$ cat config.mk
export PLATFORM = sky130hd
export DESIGN_NAME = fifo_uart_tx_flat
export DESIGN_NICKNAME = d
export VERILOG_FILES = /design/src/rtl/fifo_uart_tx_if.sv /design/src/rtl/fifo_uart_tx.sv /design/src/flat_wrapper.sv
export SDC_FILE = /design/constraint.sdc
export NUM_CORES = 1
export LEC_CHECK = 0
export ABC_AREA = 1
export CORE_MARGIN = 2
export CORE_UTILIZATION = 44
export DETAILED_ROUTE_END_ITERATION = 10
export DONT_BUFFER_PORTS = 1
export PLACE_DENSITY = 0.58
export REMOVE_ABC_BUFFERS = 1
export SLEW_MARGIN = 20
export SYNTH_ARGS = -nofsm -noshare
export SYNTH_HDL_FRONTEND = slang
export SYNTH_SLANG_ARGS = --single-unit
$ cat constraint.sdc
create_clock -name clk -period 4.4 [get_ports clk]
set_input_delay 0.88 -clock clk [delete_from_list [all_inputs] [get_ports clk]]
set_output_delay 0.88 -clock clk [all_outputs]
set_load 0.1 [all_outputs]
$ cat src/rtl/fifo_uart_tx_if.sv
// fifo_uart_tx_if: read-port bundle between the byte FIFO and its UART transmitter.
interface fifo_uart_tx_if #(parameter int DATA_WIDTH = 8);
  logic                  fifoEmpty;
  logic [DATA_WIDTH-1:0] fifoData;
  logic                  fifoReadEn;
  modport master (input fifoEmpty, input fifoData, output fifoReadEn);
  modport slave (output fifoEmpty, output fifoData, input fifoReadEn);
endinterface

$ cat src/rtl/fifo_uart_tx.sv
// fifo_uart_tx: drains the byte FIFO and sends each byte as an 8N1 frame on tx.
module fifo_uart_tx #(
  parameter int CLKS_PER_BIT = 16,
  parameter int DATA_WIDTH = 8
) (
  input  logic           clk,
  input  logic           reset,
  input  logic           txEnable,
  fifo_uart_tx_if.master fifo,
  output logic           tx,
  output logic           busy,
  output logic           byteDone
);
  localparam int CW = $clog2(CLKS_PER_BIT);
  localparam int BW = DATA_WIDTH > 1 ? $clog2(DATA_WIDTH) : 1;
  localparam logic [CW-1:0] LAST_CLK = CW'(CLKS_PER_BIT - 1);
  localparam logic [BW-1:0] LAST_BIT = BW'(DATA_WIDTH - 1);
  typedef enum logic [2:0] {IDLE, POP, LATCH, START, DATA, STOP} state_t;
  state_t state_q, state_d;
  logic [CW-1:0] cnt_q, cnt_d;
  logic [BW-1:0] bit_q, bit_d;
  logic [DATA_WIDTH-1:0] shift_q, shift_d;
  logic tx_q, tx_d, rd_q, rd_d;
  logic bit_end, go;
  always_comb begin
    bit_end = cnt_q == LAST_CLK;
    go = txEnable && !fifo.fifoEmpty;
    state_d = state_q;
    bit_d = bit_q;
    shift_d = shift_q;
    case (state_q)
      IDLE: state_d = go ? POP : IDLE;
      POP: state_d = LATCH;
      LATCH: begin
        state_d = START;
        shift_d = fifo.fifoData;
      end
      START: state_d = bit_end ? DATA : START;
      DATA: if (bit_end) begin
        bit_d = bit_q == LAST_BIT ? '0 : bit_q + 1'b1;
        state_d = bit_q == LAST_BIT ? STOP : DATA;
      end
      STOP: state_d = bit_end ? (go ? POP : IDLE) : STOP;
      default: state_d = IDLE;
    endcase
    // Counter runs only in the timed states and restarts at every bit boundary and state entry
    cnt_d = (state_q inside {START, DATA, STOP}) && !bit_end ? cnt_q + 1'b1 : '0;
    tx_d = state_d == START ? 1'b0 : state_d == DATA ? shift_d[bit_d] : 1'b1;
    rd_d = state_d == POP;
  end
  always_ff @(posedge clk or posedge reset) begin
    if (reset) begin
      state_q <= IDLE;
      cnt_q <= '0;
      bit_q <= '0;
      shift_q <= '0;
      tx_q <= 1'b1;
      rd_q <= 1'b0;
    end else begin
      state_q <= state_d;
      cnt_q <= cnt_d;
      bit_q <= bit_d;
      shift_q <= shift_d;
      tx_q <= tx_d;
      rd_q <= rd_d;
    end
  end
  assign tx = tx_q;
  assign fifo.fifoReadEn = rd_q;
  assign busy = state_q != IDLE;
  assign byteDone = state_q == STOP && bit_end;
endmodule

$ cat src/flat_wrapper.sv
// flat-port wrapper written by rule: the top's interface ports become plain ports
module fifo_uart_tx_flat 
#(
  parameter int CLKS_PER_BIT = 16,
  parameter int DATA_WIDTH = 8
)
  (clk, reset, txEnable, tx, busy, byteDone, fifo_fifoEmpty, fifo_fifoData, fifo_fifoReadEn);
  fifo_uart_tx_if #(.DATA_WIDTH(DATA_WIDTH)) fifo_i ();
  input  logic clk;
  input  logic reset;
  input  logic txEnable;
  output logic tx;
  output logic busy;
  output logic byteDone;
  input wire logic [$bits(fifo_i.fifoEmpty)-1:0] fifo_fifoEmpty;
  input wire logic [$bits(fifo_i.fifoData)-1:0] fifo_fifoData;
  output wire logic [$bits(fifo_i.fifoReadEn)-1:0] fifo_fifoReadEn;
  assign fifo_i.fifoEmpty = fifo_fifoEmpty;
  assign fifo_i.fifoData = fifo_fifoData;
  assign fifo_fifoReadEn = fifo_i.fifoReadEn;
  fifo_uart_tx #(.CLKS_PER_BIT(CLKS_PER_BIT), .DATA_WIDTH(DATA_WIDTH)) u_core (.clk(clk), .reset(reset), .txEnable(txEnable), .fifo(fifo_i), .tx(tx), .busy(busy), .byteDone(byteDone));
endmodule
==> results of run 1 <==
[sequential cells by signal, indices dropped and copies added (netlist names)]
register                flops
u_core.state_q              3
u_core.shift_q              8
u_core.cnt_q                4
u_core.tx                   1
u_core.fifo.fifoReadEn      1
u_core.bit_q                3
[power by group through the flow]
stage                     logic [mW]  registers, mW  clock network (mW)
after floorplan               0.0116          0.197                   0
after global placement        0.0139          0.197                   0
after detailed placement      0.0144          0.197                   0
after CTS                     0.0144          0.193               0.155
after global routing          0.0164          0.194               0.164
final                         0.0137          0.193               0.152
[worst register-to-register path, cell delays in order, from the launching register on]
cell and delay [ns]:
dfrtp_1 0.44, ha_1 0.22, ha_1 0.20, nor2_1 0.15, nand3_2 0.15, nand2_2 0.14, nand2_1 0.06, nand3_1 0.07
nand3_1 0.08, nand3_1 0.10, nand2_1 0.06, inv_1 0.05
[final cells by class]
type / instances / area [um^2]
inverters: 19 / 73.8
clock buffers: 3 / 22.5
well taps: 30 / 37.5
multi-input cells: 87 / 518
flip-flops and latches: 20 / 502
fillers: 250 / 1270
clock inverters: 1 / 30.0
[cell families after synthesis]
| logic type | Yosys count | share of synthesized area, % |
|---|---|---|
| compound gates | 12 | 8.47 |
| xor+xnor | 1 | 0.781 |
| fa+ha+maj | 3 | 3.34 |
| buf+inv | 21 | 9.37 |
| flops | 20 | 44.7 |
| simple gates | 71 | 33.3 |
[layer usage]
layer / wire length [um] / part of all wire [%]
met1: 921 / 47
met3: 51 / 2.6
met4: 22 / 1.1
met2: 982 / 50
met5: 0 / 0
[final timing paths]
| check | endpoint | slack, ns | cells past startpoint |
|---|---|---|---|
| worst max-delay path | byteDone | 1.55 | 3 |
| worst min-delay path | u_core.cnt_q[0] | 0.48 | 1 |
| worst max register to register | u_core.tx | 2.66 | 11 |
| worst min register to register | u_core.cnt_q[0] | 0.48 | 1 |
| max in group asynchronous | u_core.shift_q[4] | 3.35 | 1 |
| min in group asynchronous | u_core.shift_q[5] | 0.57 | 1 |
[per-stage QoR]
stage	hold WS [ns]	instances	utilization (%)
4_1_cts	0.478	160	48.2
3_3_place_gp	0.445	156	46.1
2_1_floorplan	0.433	126	-
5_1_grt	0.494	160	48.2
6_report	0.478	160	48.2
3_5_place_dp	0.461	156	46.1
[cells in the final DEF, fill, tap and decap left out]
cell type / n
a211oi_1: 1
a21oi_1: 1
bufinv_16: 1
clkbuf_4: 3
dfrtp_1: 19
dfstp_2: 1
ha_1: 3
inv_1: 16
inv_2: 2
inv_4: 1
nand2_1: 19
nand2_2: 8
nand3_1: 14
nand3_2: 1
nand3_4: 2
nand3b_1: 1
nand4_1: 3
nor2_1: 14
nor2_2: 3
nor2_4: 1
nor3_1: 2
nor3b_1: 2
o21ai_0: 3
o21ai_1: 1
o21ai_2: 5
o21bai_4: 1
or2_2: 1
xor2_1: 1
==> impl_metrics.yaml, run 1 <==
global_route:
  gr-usage-met2_pct: 27.5
  grt_pass1_wl_um: 3460
  grt_use_met3_pct: 3.01
  grt_use_met1_pct: 20.7
  grt_pass1_vias: 814
  antenna_found_initial: 0
  grt_use_total_pct: 16.2
  grt_most_used_layer: "met2"
  grt-ovfl-total: 0
  grt_max_degree: 21
logic_synthesis:
  synth.largest_area_cell: "dfrtp_1"
  synthFlopType: "dfrtp_1"
  synth_commonest_cells: "dfrtp_1, nand2_1, inv_1"
  synth-warning-count: 0
  yosys-top-cells-area: "dfrtp_1, nand2_1, nand3_1"
  netlist_area_mm2: 0.00112
  synth_seq_cells: 20
  synthCells: 128
  yosysTopAreaCellShare_pct: 42.4
  syn_area_per_cell_um2: 8.77
  synth_edf_count: 0
  synth.distinct_cells: 28
  ys_seq_area_share_pct: 44.7
  async_flop_share_pct: 100
routing:
  viasPerCell: 5.08
  drt_iter0_markers: 17
  drtPass1Iterations: 4
  drc: 0
  detail-route-antenna-nets: 0
  wire_per_inst_um: 12.4
  wl_um: 1980
  vias: 812
timing:
  min_period_ns: 2.85
  hold_violations: 0
  slew-limit-headroom_pct: 29.4
  setup_tns_ns: 0
  finClkSkew_ns: 0.0164
  setup_viol: 0
  min_period_over_period_pct: 64.7
  rsz0062_at_grt: "false"
  setup_slack_ns: 1.55
  fmax_mhz: 351
  worst_pin_slew_ns: 1.06
  slew_viol_final: 0
clock_network:
  cts_buffer_depth: 2
  clockRootBuffer: "clkbuf_4"
  clkTransAtPathRegs_ns: 0.13
  cts_tree: "built"
  clk_latency_ns: 0.31
  postCtsHoldBufs: 0
  post-cts-setup-buffers: 0
  post_cts_resized: 0
  cts_buffers: 3
  clock-sinks: 20
  h-tree-depth: 1
status:
  status: "finished clean"
placed_design:
  io_buffers: 0
  hpwl_um: 1500
  dpl-instance-area_mm2: 0.00113
  pre_cts_ws_ns: 1.90
  gp_congestion: 0.848
pwr:
  combPwrFrac_pct: 3.8
  switchingPower_uw: 73.9
  leakage_nw: 0.605
  seq_power_share_pct: 53.9
  ir_worst_vdd_mv: 0.191
  clkPwrFrac_pct: 42.3
  power_uw: 359
  intPower_uw: 285
  switching_share_pct: 20.6
  power_density_mw_per_mm2: 303
final_layout:
  final_layout_size_suffix_gt1_share_pct: 23.1
  area_delta_synth_final_pct: 5.46
  fin_area_mm2: 0.00118
  fin_nets: 146
  antenna_cells: 0
floorplan:
  chipWidth_um: 54.5
  die_h_um: 54.5
  coreArea_mm2: 0.00245
  design.die.area_mm2: 0.00297
  ios: 16
  start_util_pct: 45.7
  fp-row-count: 18
worst_setup_path:
  crit_start: "u_core.cnt_q[0]"
  cp.required_ns: 3.52
  slowest_stage: "nor2_2"
  critPathMaxStageDelay_ns: 0.86
  crit_path_end_kind: "primary output"
  crit_buf_inv: 0
  reg2reg_from: "u_core.bit_q[0]"
  cpLargestDelayFamily: "simple AND/OR/NAND/NOR gates"
  crit_type: "reg -> out"
  crit_path_cell_trace: "ha_1 > nand3_4 > nor2_2"
  crit_fanout: 9
  worst_setup_path_start_kind: "register"
  arrival_ns: 1.97
job:
  maxCapViolations: 0
min_path:
  holdCritPathClass: "reg -> reg"
  hold_start: "u_core.cnt_q[0]"
Note: power is estimated with default switching activity, not from simulation.
==> run 2: changes to the inputs <==
--- a/config.mk
+++ b/config.mk
@@ -10,7 +10,7 @@
 export CORE_UTILIZATION = 44
 export DETAILED_ROUTE_END_ITERATION = 10
 export DONT_BUFFER_PORTS = 1
-export PLACE_DENSITY = 0.58
+export PLACE_DENSITY = 0.6
 export REMOVE_ABC_BUFFERS = 1
 export SLEW_MARGIN = 20
 export SYNTH_ARGS = -nofsm -noshare
==> constraint.sdc (replaced) <==
create_clock -name clk -period 2.55 [get_ports clk]
set_input_delay 0.51 -clock clk [delete_from_list [all_inputs] [get_ports clk]]
set_output_delay 0.51 -clock clk [all_outputs]
set_load 0.1 [all_outputs]
==> impl_metrics.yaml, run 2 (synthesis gave the netlist of run 1 again) <==
status:
  status: "finished clean"
worst_setup_path:
  arrival_ns: 1.53
  ff2ff_path_depth: 10
  reg2reg_from: "u_core.cnt_q[0]"
  crit_fanout: 9
  worstReg2RegEnd: "u_core.tx"
  r2r_slack_ns: 0.88
  crit_path_cell_trace: "ha_1 > nand3_4 > nor2_2 > buf_4"
  slowest_stage: "dfrtp_1"
  crit_path_end_kind: "primary output"
  crit_type: "reg -> out"
  worst_setup_path_start_kind: "register"
  critPathMaxStageDelay_ns: 0.38
  cp.required_ns: 2.04
final_layout:
  antenna_cells: 0
  seq_area_um2: 502
  largest_reg_flops: 8
  fin_nets: 148
  reg.largest.list: "u_core.shift_q (8), u_core.cnt_q (4)"
  fillers: 237
  area_delta_synth_final_pct: 4.46
  final_cell_mix: "nand2_1, dfrtp_1, inv_1"
  top_register: "u_core.shift_q"
  final_layout_size_suffix_gt1_share_pct: 23.5
  multiInputGateArea_um2: 518
pwr:
  power_uw: 509
  switchingPower_uw: 116
  clkPwrFrac_pct: 29.6
  intPower_uw: 394
  switching_share_pct: 22.7
  seq_power_share_pct: 65.6
  ir_worst_vdd_mv: 0.250
  power_density_mw_per_mm2: 434
  leakage_nw: 0.602
  combPwrFrac_pct: 4.9
global_route:
  grt_pass1_vias: 767
  grt-ovfl-total: 0
  grt_max_degree: 21
  antenna_found_initial: 0
  grt_use_total_pct: 16.7
  grt_pass1_wl_um: 3420
clock_network:
  cts_tree: "built"
  postCtsHoldBufs: 0
  clk_latency_ns: 0.29
  clkTransAtPathRegs_ns: 0.11
  clock-sinks: 20
  clockRootBuffer: "clkbuf_4"
  post-cts-setup-buffers: 0
  h-tree-depth: 1
  cts_buffer_depth: 2
  post_cts_resized: 0
  cts_buffers: 3
routing:
  detail-route-antenna-nets: 0
  wl_um: 2020
  vias: 813
  drtPass1Iterations: 4
  wire_per_inst_um: 12.5
  drc: 0
  viasPerCell: 5.02
  drt_iter0_markers: 17
timing:
  setup_tns_ns: 0
  worst_pin_slew_ns: 0.873
  min_period_ns: 2.04
  fmax_mhz: 490
  hold_violations: 0
  slew-limit-headroom_pct: 41.8
  min_period_over_period_pct: 80.1
  finClkSkew_ns: 0.00257
  rsz0062_at_grt: "false"
  setup_viol: 0
  slew_viol_final: 0
floorplan:
  chipWidth_um: 54.5
  fp-row-count: 18
  coreArea_mm2: 0.00245
  start_util_pct: 45.7
  ios: 16
  design.die.area_mm2: 0.00297
  die_h_um: 54.5
placed_design:
  gp_congestion: 0.818
  hpwl_um: 1570
  io_buffers: 0
job:
  maxCapViolations: 0
min_path:
  holdCritPathClass: "in -> async"
==> run 2: cell count changes in the layout (fill, tap and decap cells not counted) <==
| cell | delta |
|---|---|
| buf_4 | +2 |
| bufinv_16 | -1 |
| clkbuf_1 | +1 |
==> run 2: through the flow <==
step | instance area [um^2] | cells | setup WS, ns | hold slack [ns] | util (%)
floorplan | 1090 | 126 | 0.0398 | 0.433 | -
global placement | 1150 | 158 | 0.849 | 0.452 | 46.7
detailed placement | 1150 | 158 | 0.842 | 0.457 | 46.7
CTS | 1170 | 162 | 0.499 | 0.257 | 47.8
global route | 1170 | 162 | 0.409 | 0.318 | 47.8
finish | 1170 | 162 | 0.507 | 0.231 | 47.8
==> run 2: area by class of cell <==
cell class,instances,area share (%)
multi-input combinational,87,44.2
sequential,20,42.8
inverter,19,6.30
tap,30,3.20
clock buffer,4,2.24
timing repair buffer,2,1.28
==> run 2: layer usage <==
metal  wire [um]  vias to the layer above  share of wire (%)  track usage, %
li1            -                      422                  -               -
met1        1020                      378                 50            22.6
met2         938                       11                 47            26.1
met3          50                        2                2.5            2.46
met4          12                        0               0.59            7.50
met5           0                        -                  0               0
==> run 2: critical path, delay by kind of cell (launching register included) <==
| family | cells | cell delay [ns] |
|---|---|---|
| simple gates | 2 | 0.32 |
| flops | 1 | 0.38 |
| fa+ha+maj | 1 | 0.25 |
| buf+inv | 1 | 0.29 |
==> run 2: power groups by stage <==
| stage | registers (mW) | clock network, mW | logic, mW |
|---|---|---|---|
| floorplan | 0.339 | 0 | 0.0201 |
| global placement | 0.340 | 0 | 0.0250 |
| detailed placement | 0.340 | 0 | 0.0256 |
| CTS | 0.334 | 0.160 | 0.0257 |
| global route | 0.335 | 0.173 | 0.0297 |
| finish | 0.334 | 0.151 | 0.0248 |
==> run 2: worst max path at each step <==
stage / cells past startpoint / from / endpoint
after floorplan: 3 / u_core.cnt_q[0] / byteDone
after global placement: 4 / u_core.cnt_q[0] / byteDone
after detailed placement: 4 / u_core.cnt_q[0] / byteDone
after CTS: 4 / u_core.cnt_q[0] / byteDone
after global routing: 5 / u_core.state_q[1] / busy
final: 4 / u_core.cnt_q[0] / byteDone
==> run 3: changes to the inputs <==
--- a/config.mk
+++ b/config.mk
@@ -10,7 +10,7 @@
 export CORE_UTILIZATION = 44
 export DETAILED_ROUTE_END_ITERATION = 10
 export DONT_BUFFER_PORTS = 1
-export PLACE_DENSITY = 0.6
+export PLACE_DENSITY = 0.58
 export REMOVE_ABC_BUFFERS = 1
 export SLEW_MARGIN = 20
 export SYNTH_ARGS = -nofsm -noshare
==> constraint.sdc (replaced) <==
create_clock -name clk -period 1.9 [get_ports clk]
set_input_delay 0.38 -clock clk [delete_from_list [all_inputs] [get_ports clk]]
set_output_delay 0.38 -clock clk [all_outputs]
set_load 0.1 [all_outputs]
==> impl_metrics.yaml, run 3 (synthesis gave the netlist of run 1 again) <==
final_layout:
  final_layout_size_suffix_gt1_share_pct: 26.3
  largest_reg_flops: 8
  final_cell_mix: "nand2_1, dfrtp_1, inv_1"
  final_common_cell: "nand2_1"
  seq_area_um2: 503
  multiInputGateArea_um2: 526
  top_register: "u_core.shift_q"
  fillers: 259
  fin_nets: 149
  antenna_cells: 0
  reg.largest.list: "u_core.shift_q (8), u_core.cnt_q (4)"
  area_delta_synth_final_pct: 9.25
placed_design:
  pre_cts_ws_ns: 0.219
  io_buffers: 0
  hpwl_um: 1520
  gp_congestion: 0.791
routing:
  drtPass1Iterations: 2
  wire_per_inst_um: 12.4
  wl_um: 2020
  detail-route-antenna-nets: 0
  viasPerCell: 5.04
  drt_iter0_markers: 8
  drc: 0
  vias: 822
floorplan:
  fp-row-count: 18
  die_h_um: 54.5
  start_util_pct: 45.7
  design.die.area_mm2: 0.00297
  chipWidth_um: 54.5
  ios: 16
  coreArea_mm2: 0.00245
pwr:
  leakage_nw: 0.621
  power_uw: 727
  power_density_mw_per_mm2: 593
  ir_worst_vdd_mv: 0.313
worst_setup_path:
  crit_fanout: 9
  arrival_ns: 1.43
  ff2ff_path_depth: 11
  reg2reg_from: "u_core.bit_q[0]"
  crit_path_cell_trace: "ha_2 > nand3_4 > nor2_4 > buf_12"
  worstReg2RegEnd: "u_core.tx"
  r2r_slack_ns: 0.19
  worst_setup_path_start_kind: "register"
  crit_buf_inv: 1
  critPathMaxStageDelay_ns: 0.39
  crit_type: "reg -> out"
  slowest_stage: "dfrtp_1"
  crit_start: "u_core.cnt_q[0]"
  cpLargestDelayFamily: "flip-flops"
  cp.required_ns: 1.52
  crit_path_end_kind: "primary output"
global_route:
  grt_max_degree: 21
  grt_pass1_vias: 784
  grt-ovfl-total: 0
  grt_pass1_wl_um: 3370
  grt_use_total_pct: 16.2
  antenna_found_initial: 0
timing:
  rsz0062_at_grt: "false"
  hold_violations: 0
  finClkSkew_ns: 0.00165
  worst_pin_slew_ns: 0.770
  slew_viol_final: 0
  min_period_over_period_pct: 95.4
  slew-limit-headroom_pct: 48.6
  fmax_mhz: 552
  setup_slack_ns: 0.0870
  min_period_ns: 1.81
  setup_viol: 0
clock_network:
  cts_tree: "built"
  h-tree-depth: 1
  cts_buffer_depth: 2
  clkTransAtPathRegs_ns: 0.11
  clk_latency_ns: 0.30
  postCtsHoldBufs: 0
  cts_buffers: 3
  clockRootBuffer: "clkbuf_4"
  post-cts-setup-buffers: 0
  post_cts_resized: 0
  clock-sinks: 20
status:
  status: "finished clean"
job:
  maxCapViolations: 0
min_path:
  holdCritPathClass: "in -> async"
## run 3: layout make-up
cell class                 instances  share of cell area, %
inverter                          19                   6.22
timing repair buffer               3                   3.88
sequential                        20                   41.0
tap                               30                   3.06
clock buffer                       4                   2.96
multi-input combinational         87                   42.9
## run 3: how the worst max path moves through the flow
stage / to / slack (ns) / cells past startpoint
4_1_cts: byteDone / 0.02 / 4
2_1_floorplan: byteDone / -0.48 / 3
5_1_grt: u_core.tx / 0.005 / 11
6_report: byteDone / 0.09 / 4
3_3_place_gp: u_core.tx / 0.23 / 11
3_5_place_dp: u_core.tx / 0.22 / 11
## run 3: routing by layer
layer	up-vias	GRT usage (%)	routed length [um]
met5	-	0	0
met4	0	7.50	36
met3	5	3.83	69
met2	13	26.5	942
met1	379	20.1	973
li1	425	-	-
## run 3: worst reg2reg max path, cell delays in order (launching register included)
cell	delay [ns]
dfrtp_1	0.44
ha_1	0.22
ha_1	0.19
nor2_1	0.13
nand3_2	0.13
nand2_2	0.14
nand2_1	0.06
nand3_1	0.06
nand3_1	0.10
nand3_1	0.09
nand2_1	0.05
inv_1	0.05
## run 3: report_power, final
part	switching [mW]	internal, mW	leakage [nW]
Combinational	0.0216	0.0104	0.372
Sequential	0.0117	0.436	0.228
Clock	0.130	0.117	0.0210
## run 3: through the flow
step / area (um^2) / setup TNS, ns / instances / hold slack [ns] / util, %
floorplan: 1090 / -0.480 / 126 / 0.343 / -
global placement: 1180 / 0 / 159 / 0.445 / 48.0
detailed placement: 1180 / 0 / 159 / 0.443 / 48.0
CTS: 1210 / 0 / 163 / 0.103 / 49.5
global route: 1230 / 0 / 163 / 0.133 / 49.9
finish: 1230 / 0 / 163 / 0.0906 / 49.9
